**src/rtl/cla_sub_pipe.sv**
```systemverilog
// cla_sub_pipe: two-stage pipelined carry-lookahead subtractor.
// diff = a - b - borrow_in, computed as a + ~b + ~borrow_in.
// Stage 1 forms per-group carry-select sums and group G/P.
// Stage 2 runs the group carry chain, selects the sums and registers the flags.
module cla_sub_pipe #(
  parameter int WIDTH = 8
) (
  input  logic             clk,
  input  logic             rst_n,
  input  logic             in_valid,
  output logic             in_ready,
  input  logic [WIDTH-1:0] a,
  input  logic [WIDTH-1:0] b,
  input  logic             borrow_in,
  output logic             out_valid,
  input  logic             out_ready,
  output logic [WIDTH-1:0] diff,
  output logic             borrow_out,
  output logic             overflow,
  output logic             zero
);

  localparam int NGROUP = WIDTH / 4;

  // 4-bit lookahead adder: returns {carry_out, sum}
  function automatic logic [4:0] cla4(input logic [3:0] x, input logic [3:0] y,
                                      input logic cin);
    logic [3:0] g;
    logic [3:0] p;
    logic [4:0] c;
    g    = x & y;
    p    = x ^ y;
    c[0] = cin;
    c[1] = g[0] | (p[0] & cin);
    c[2] = g[1] | (p[1] & g[0]) | (p[1] & p[0] & cin);
    c[3] = g[2] | (p[2] & g[1]) | (p[2] & p[1] & g[0]) | (p[2] & p[1] & p[0] & cin);
    c[4] = g[3] | (p[3] & g[2]) | (p[3] & p[2] & g[1]) | (p[3] & p[2] & p[1] & g[0])
         | (p[3] & p[2] & p[1] & p[0] & cin);
    return {c[4], p ^ c[3:0]};
  endfunction

  // Handshake
  logic s1_valid_q, s1_valid_d;
  logic s2_valid_q, s2_valid_d;
  logic accept, s2_load, s1_adv;

  assign accept   = in_valid && in_ready;
  assign s2_load  = !s2_valid_q || out_ready;
  assign s1_adv   = s1_valid_q && s2_load;
  assign in_ready = !s1_valid_q || s1_adv;
  assign out_valid = s2_valid_q;

  assign s1_valid_d = accept | (s1_valid_q & !s1_adv);
  assign s2_valid_d = s1_adv | (s2_valid_q & !out_ready);

  // Stage 1 combinational terms
  logic [WIDTH-1:0]           bp;
  logic [NGROUP-1:0][3:0]     sum0_d, sum1_d, sum0_q, sum1_q;
  logic [NGROUP-1:0]          gen_d, prop_d, gen_q, prop_q;
  logic                       a_msb_q, b_msb_q;

  assign bp = ~b;

  genvar gi;
  generate
    for (gi = 0; gi < NGROUP; gi++) begin : g_grp
      logic [4:0] r0;
      if (gi == 0) begin : g_first
        // Group 0 already knows its real carry-in, so one sum suffices.
        assign r0         = cla4(a[3:0], bp[3:0], ~borrow_in);
        assign sum0_d[gi] = r0[3:0];
        assign sum1_d[gi] = r0[3:0];
        assign gen_d[gi]  = r0[4];
        assign prop_d[gi] = 1'b0;
      end else begin : g_rest
        logic [4:0] r1;
        assign r0         = cla4(a[gi*4 +: 4], bp[gi*4 +: 4], 1'b0);
        assign r1         = cla4(a[gi*4 +: 4], bp[gi*4 +: 4], 1'b1);
        assign sum0_d[gi] = r0[3:0];
        assign sum1_d[gi] = r1[3:0];
        assign gen_d[gi]  = r0[4];
        // Carry out only with carry-in 1 means the whole group propagates.
        assign prop_d[gi] = r1[4] & ~r0[4];
      end
    end
  endgenerate

  // Stage 1 register: latch group sums, G/P and operand sign bits on accept
  always_ff @(posedge clk or negedge rst_n) begin
    if (!rst_n) begin
      s1_valid_q <= 1'b0;
      sum0_q     <= '0;
      sum1_q     <= '0;
      gen_q      <= '0;
      prop_q     <= '0;
      a_msb_q    <= 1'b0;
      b_msb_q    <= 1'b0;
    end else begin
      s1_valid_q <= s1_valid_d;
      if (accept) begin
        sum0_q  <= sum0_d;
        sum1_q  <= sum1_d;
        gen_q   <= gen_d;
        prop_q  <= prop_d;
        a_msb_q <= a[WIDTH-1];
        b_msb_q <= b[WIDTH-1];
      end
    end
  end

  // Stage 2 combinational: group carry chain, sum select, flags
  logic [NGROUP:0]  carry;
  logic [WIDTH-1:0] diff_d;
  logic             borrow_d, ovf_d, zero_d;

  always_comb begin
    carry    = '0;
    diff_d   = '0;
    carry[0] = 1'b0;
    for (int g = 0; g < NGROUP; g++) begin
      carry[g+1]       = gen_q[g] | (prop_q[g] & carry[g]);
      diff_d[g*4 +: 4] = carry[g] ? sum1_q[g] : sum0_q[g];
    end
    borrow_d = ~carry[NGROUP];
    ovf_d    = (a_msb_q != b_msb_q) && (diff_d[WIDTH-1] != a_msb_q);
    zero_d   = (diff_d == '0);
  end

  // Stage 2 register: results only change when a new item advances in
  always_ff @(posedge clk or negedge rst_n) begin
    if (!rst_n) begin
      s2_valid_q <= 1'b0;
      diff       <= '0;
      borrow_out <= 1'b0;
      overflow   <= 1'b0;
      zero       <= 1'b0;
    end else begin
      s2_valid_q <= s2_valid_d;
      if (s1_adv) begin
        diff       <= diff_d;
        borrow_out <= borrow_d;
        overflow   <= ovf_d;
        zero       <= zero_d;
      end
    end
  end

endmodule

```
**config.mk**
```make
export PLATFORM = sky130hd
export DESIGN_NAME = cla_sub_pipe
export DESIGN_NICKNAME = d
export VERILOG_FILES = /design/src/rtl/cla_sub_pipe.sv
export SDC_FILE = /design/constraint.sdc
export NUM_CORES = 1
export LEC_CHECK = 0
export CAP_MARGIN = 30
export CORE_MARGIN = 2
export CORE_UTILIZATION = 45
export DETAILED_ROUTE_END_ITERATION = 8
export GPL_ROUTABILITY_DRIVEN = 0
export GPL_TIMING_DRIVEN = 0
export PLACE_DENSITY = 0.75
export SLEW_MARGIN = 20
export SYNTH_ARGS = -nofsm -noshare
export SYNTH_HDL_FRONTEND = slang
export SYNTH_SLANG_ARGS = --single-unit
```
**constraint.sdc**
```tcl
create_clock -name clk -period 1.19 [get_ports clk]
set_input_delay 0.238 -clock clk [delete_from_list [all_inputs] [get_ports clk]]
set_output_delay 0.238 -clock clk [all_outputs]
set_load 0.005 [all_outputs]
```
==> flow_summary.yaml <==
place:
  dp_hpwl_um: 2240
  dp_slack_ns: -0.852
  place_area_um2: 2010
  io_buffers: 33
clocking:
  cts_max_level: 2
  max-clock-path-buffers: 2
  cts_sinks: 30
  cts_made_buffers: 5
  cts_tree: "yes"
  root_buffer: "clkbuf_4"
  clk_pin_slew_ns: 0.09
  clock_latency_ns: 0.32
synth:
  postSynthCellCount: 143
  synth_common_cells: "dfrtp_1, nand2_1, o21ai_0"
  postSynthAreaPerCell_um2: 10.7
  synth_top_area_share: 0.491
  synth-seq-cells: 30
  synth_edf_count: 0
  yosysTopAreaCell: "dfrtp_1"
  yosysUniqueCellTypes: 28
  yosysSeqAreaShare: 0.491
  netlist_area_um2: 1530
  syn_nets: 175
  synthFlopType: "dfrtp_1"
  yosysWarnings: 0
  yosys.cell_count.top_type: "dfrtp_1"
  async_flop_share: 1.00
  synthTopCellsByArea: "dfrtp_1, ha_1, nand2_1"
critical_path:
  rr_startpoint: "out_valid"
  crit_path_frequent_cell: "o31a_1"
  reg2reg_slack_ns: -0.14
  crit_slowest_cell: "o31a_1"
  path_max_fanout: 2
  arrival_ns: 1.55
  crit_path_end_kind: "register"
  crit_type: "input pin to register"
  critPathRequiredTime_ns: 1.40
  rr_worst_depth: 6
  startpoint_type: "input pin"
  cpPeakStageDelay_ns: 0.31
  r2r_end: "sum0_q[4]"
  path_cells: "clkbuf_4 > inv_6 > ha_4 > nor2b_4 > o31a_1 > o21a_1 > o31a_1"
timing:
  hold_viol: 0
  skew_ns: 0.00618
  tightest_slew_ns: 0.641
  fin_crit_ns: 1.34
  relSlewSlack: 0.573
  finalCritPeriodShare: 1.12
  setup_viol: 19
  final-max-slew-violation-count: 0
  layout_setup_ws_ns: -0.147
  rsz0062_at_grt: "true"
  max_freq_mhz: 748
run:
  maxCapViolCount: 0
cells_and_area:
  final-seq-area_um2: 751
  fillerInstances: 261
  drive_gt1_frac: 0.368
  design_area_um2: 2290
  antenna_cells: 0
  multi_input_area_um2: 895
  fin_nets: 232
  area_growth_pct: 49.5
power:
  peakVddDrop_uv: 567
  p_clk_frac: 0.236
  combPwrFrac: 0.314
  internal_power_mw: 2.20
  power.leakage_nw: 1.04
  p_per_area_nw_per_um2: 1350
  p_seq_frac: 0.450
  p_sw_mw: 0.895
  switching_share: 0.289
status:
  status: "finished with violations"
  violations: "setup timing"
grt:
  first_global_vias: 1233
  grt_antenna_before_repair: 0
  grt_pass1_wl_um: 5340
  grt_overflow: 0
  grt_usage: 0.173
  grt_max_degree: 31
detailed_routing:
  vias: 1218
  drt.antenna.violating_nets: 0
  drc: 0
  routedWlPerCell_um: 12.8
  viasPerCell: 4.93
  first_pass_iters: 4
  detailedRoute.firstIterationViolations: 12
  wirelength_um: 3160
floorplanning:
  die_w_um: 62.3
  die-area_um2: 3880
  die_h_um: 62.3
  rows: 21
  initial_utilization: 0.462
  io_pins: 34
  core-area_um2: 3310
min_path:
  hold-path-endpoint: "diff_d[0]"
  hold_class: "input pin to register"
  whs_path_depth: 3
  min-delay-start: "b[0]"
[cell usage in the layout, fill, tap and decap left out, types with 4 or more instances in the layout]
master,count
xor2_1,4
mux2_2,7
dlygate4sd2_1,10
clkdlybuf4s15_1,7
buf_4,15
buf_2,8
clkdlybuf4s50_1,6
nand2b_1,4
inv_1,4
ha_4,7
clkbuf_4,6
nand2_1,20
o21ai_0,12
dfrtp_1,30
buf_6,4
[power by group through the flow]
stage	Sequential, mW	Combinational (mW)	Clock, mW
final	1.39	0.972	0.730
after global routing	1.42	1.08	0.786
after CTS	1.37	0.943	0.760
after detailed placement	1.39	0.863	0
after global placement	1.37	0.845	0
after floorplan	1.37	0.451	0
[cell families after synthesis]
group                    after synthesis  share of synthesized area
flip-flops                            30                      0.491
AND/OR/NAND/NOR                       37                      0.118
adder cells (fa/ha/maj)               11                     0.0998
buffers and inverters                 15                     0.0425
AO/OA/AOI/OAI                         33                      0.137
multiplexers                          11                     0.0777
XOR/XNOR                               6                     0.0343
[what timing repair did]
action	CTS	global route
cloned	1	0
hold buffers	1	0
endpoints found under the setup margin	37	34
gates resized for setup	72	12
hold endpoints to repair	30	0
setup buffers	12	3
pin swaps	10	6
[sequential cells by signal, summed over array words and instances, names as in the netlist, 2 cells and up]
register  flops
diff          8
sum1_q        4
gen_q         2
diff_d        4
sum0_q        4
[worst max-delay path by stage]
| stage | from | slack, ns | endpoint | cells past startpoint |
|---|---|---|---|---|
| 6_report | b[0] | -0.15 | gen_q[0] | 7 |
| 4_1_cts | out_valid | -0.14 | sum0_q[4] | 6 |
| 2_1_floorplan | a[0] | -0.16 | gen_q[0] | 5 |
| 3_5_place_dp | b[0] | -0.85 | gen_q[0] | 7 |
| 5_1_grt | out_valid | -0.21 | a_msb_q | 6 |
| 3_3_place_gp | b[0] | -0.82 | gen_q[0] | 7 |
[metrics by stage]
step	setup TNS (ns)	hold WS, ns	util	instances	total power, mW
detailed placement	-14.41	0.296	0.608	222	2.25
global placement	-29.38	0.463	0.610	222	2.22
CTS	-1.35	0.354	0.675	244	3.07
global route	-3.46	0.364	0.691	247	3.28
floorplan	-0.392	-0.0576	-	143	1.82
finish	-1.44	0.359	0.691	247	3.09
[area by class of cell]
class	count	area share
multi-input combinational	98	0.391
sequential	30	0.328
timing repair buffer	50	0.178
clock buffer	8	0.0345
inverter	10	0.0252
tap	46	0.0252
buffer	5	0.0175
[critical path: cells and delay by family]
| family | cells | cell delay (ns) |
|---|---|---|
| buffers and inverters | 2 | 0.19 |
| adders and majority gates | 1 | 0.18 |
| AOI/OAI and AO/OA | 3 | 0.82 |
| and+or+nand+nor | 1 | 0.12 |
[metal layers]
metal  GRT usage  share of wire  vias to the layer above
li1            -              -                      608
met1       0.210           0.43                      581
met2       0.304           0.52                       25
met3      0.0380          0.040                        4
met4      0.0583          0.013                        0
met5           0              0                        -
(Power assumes the default switching activity.)
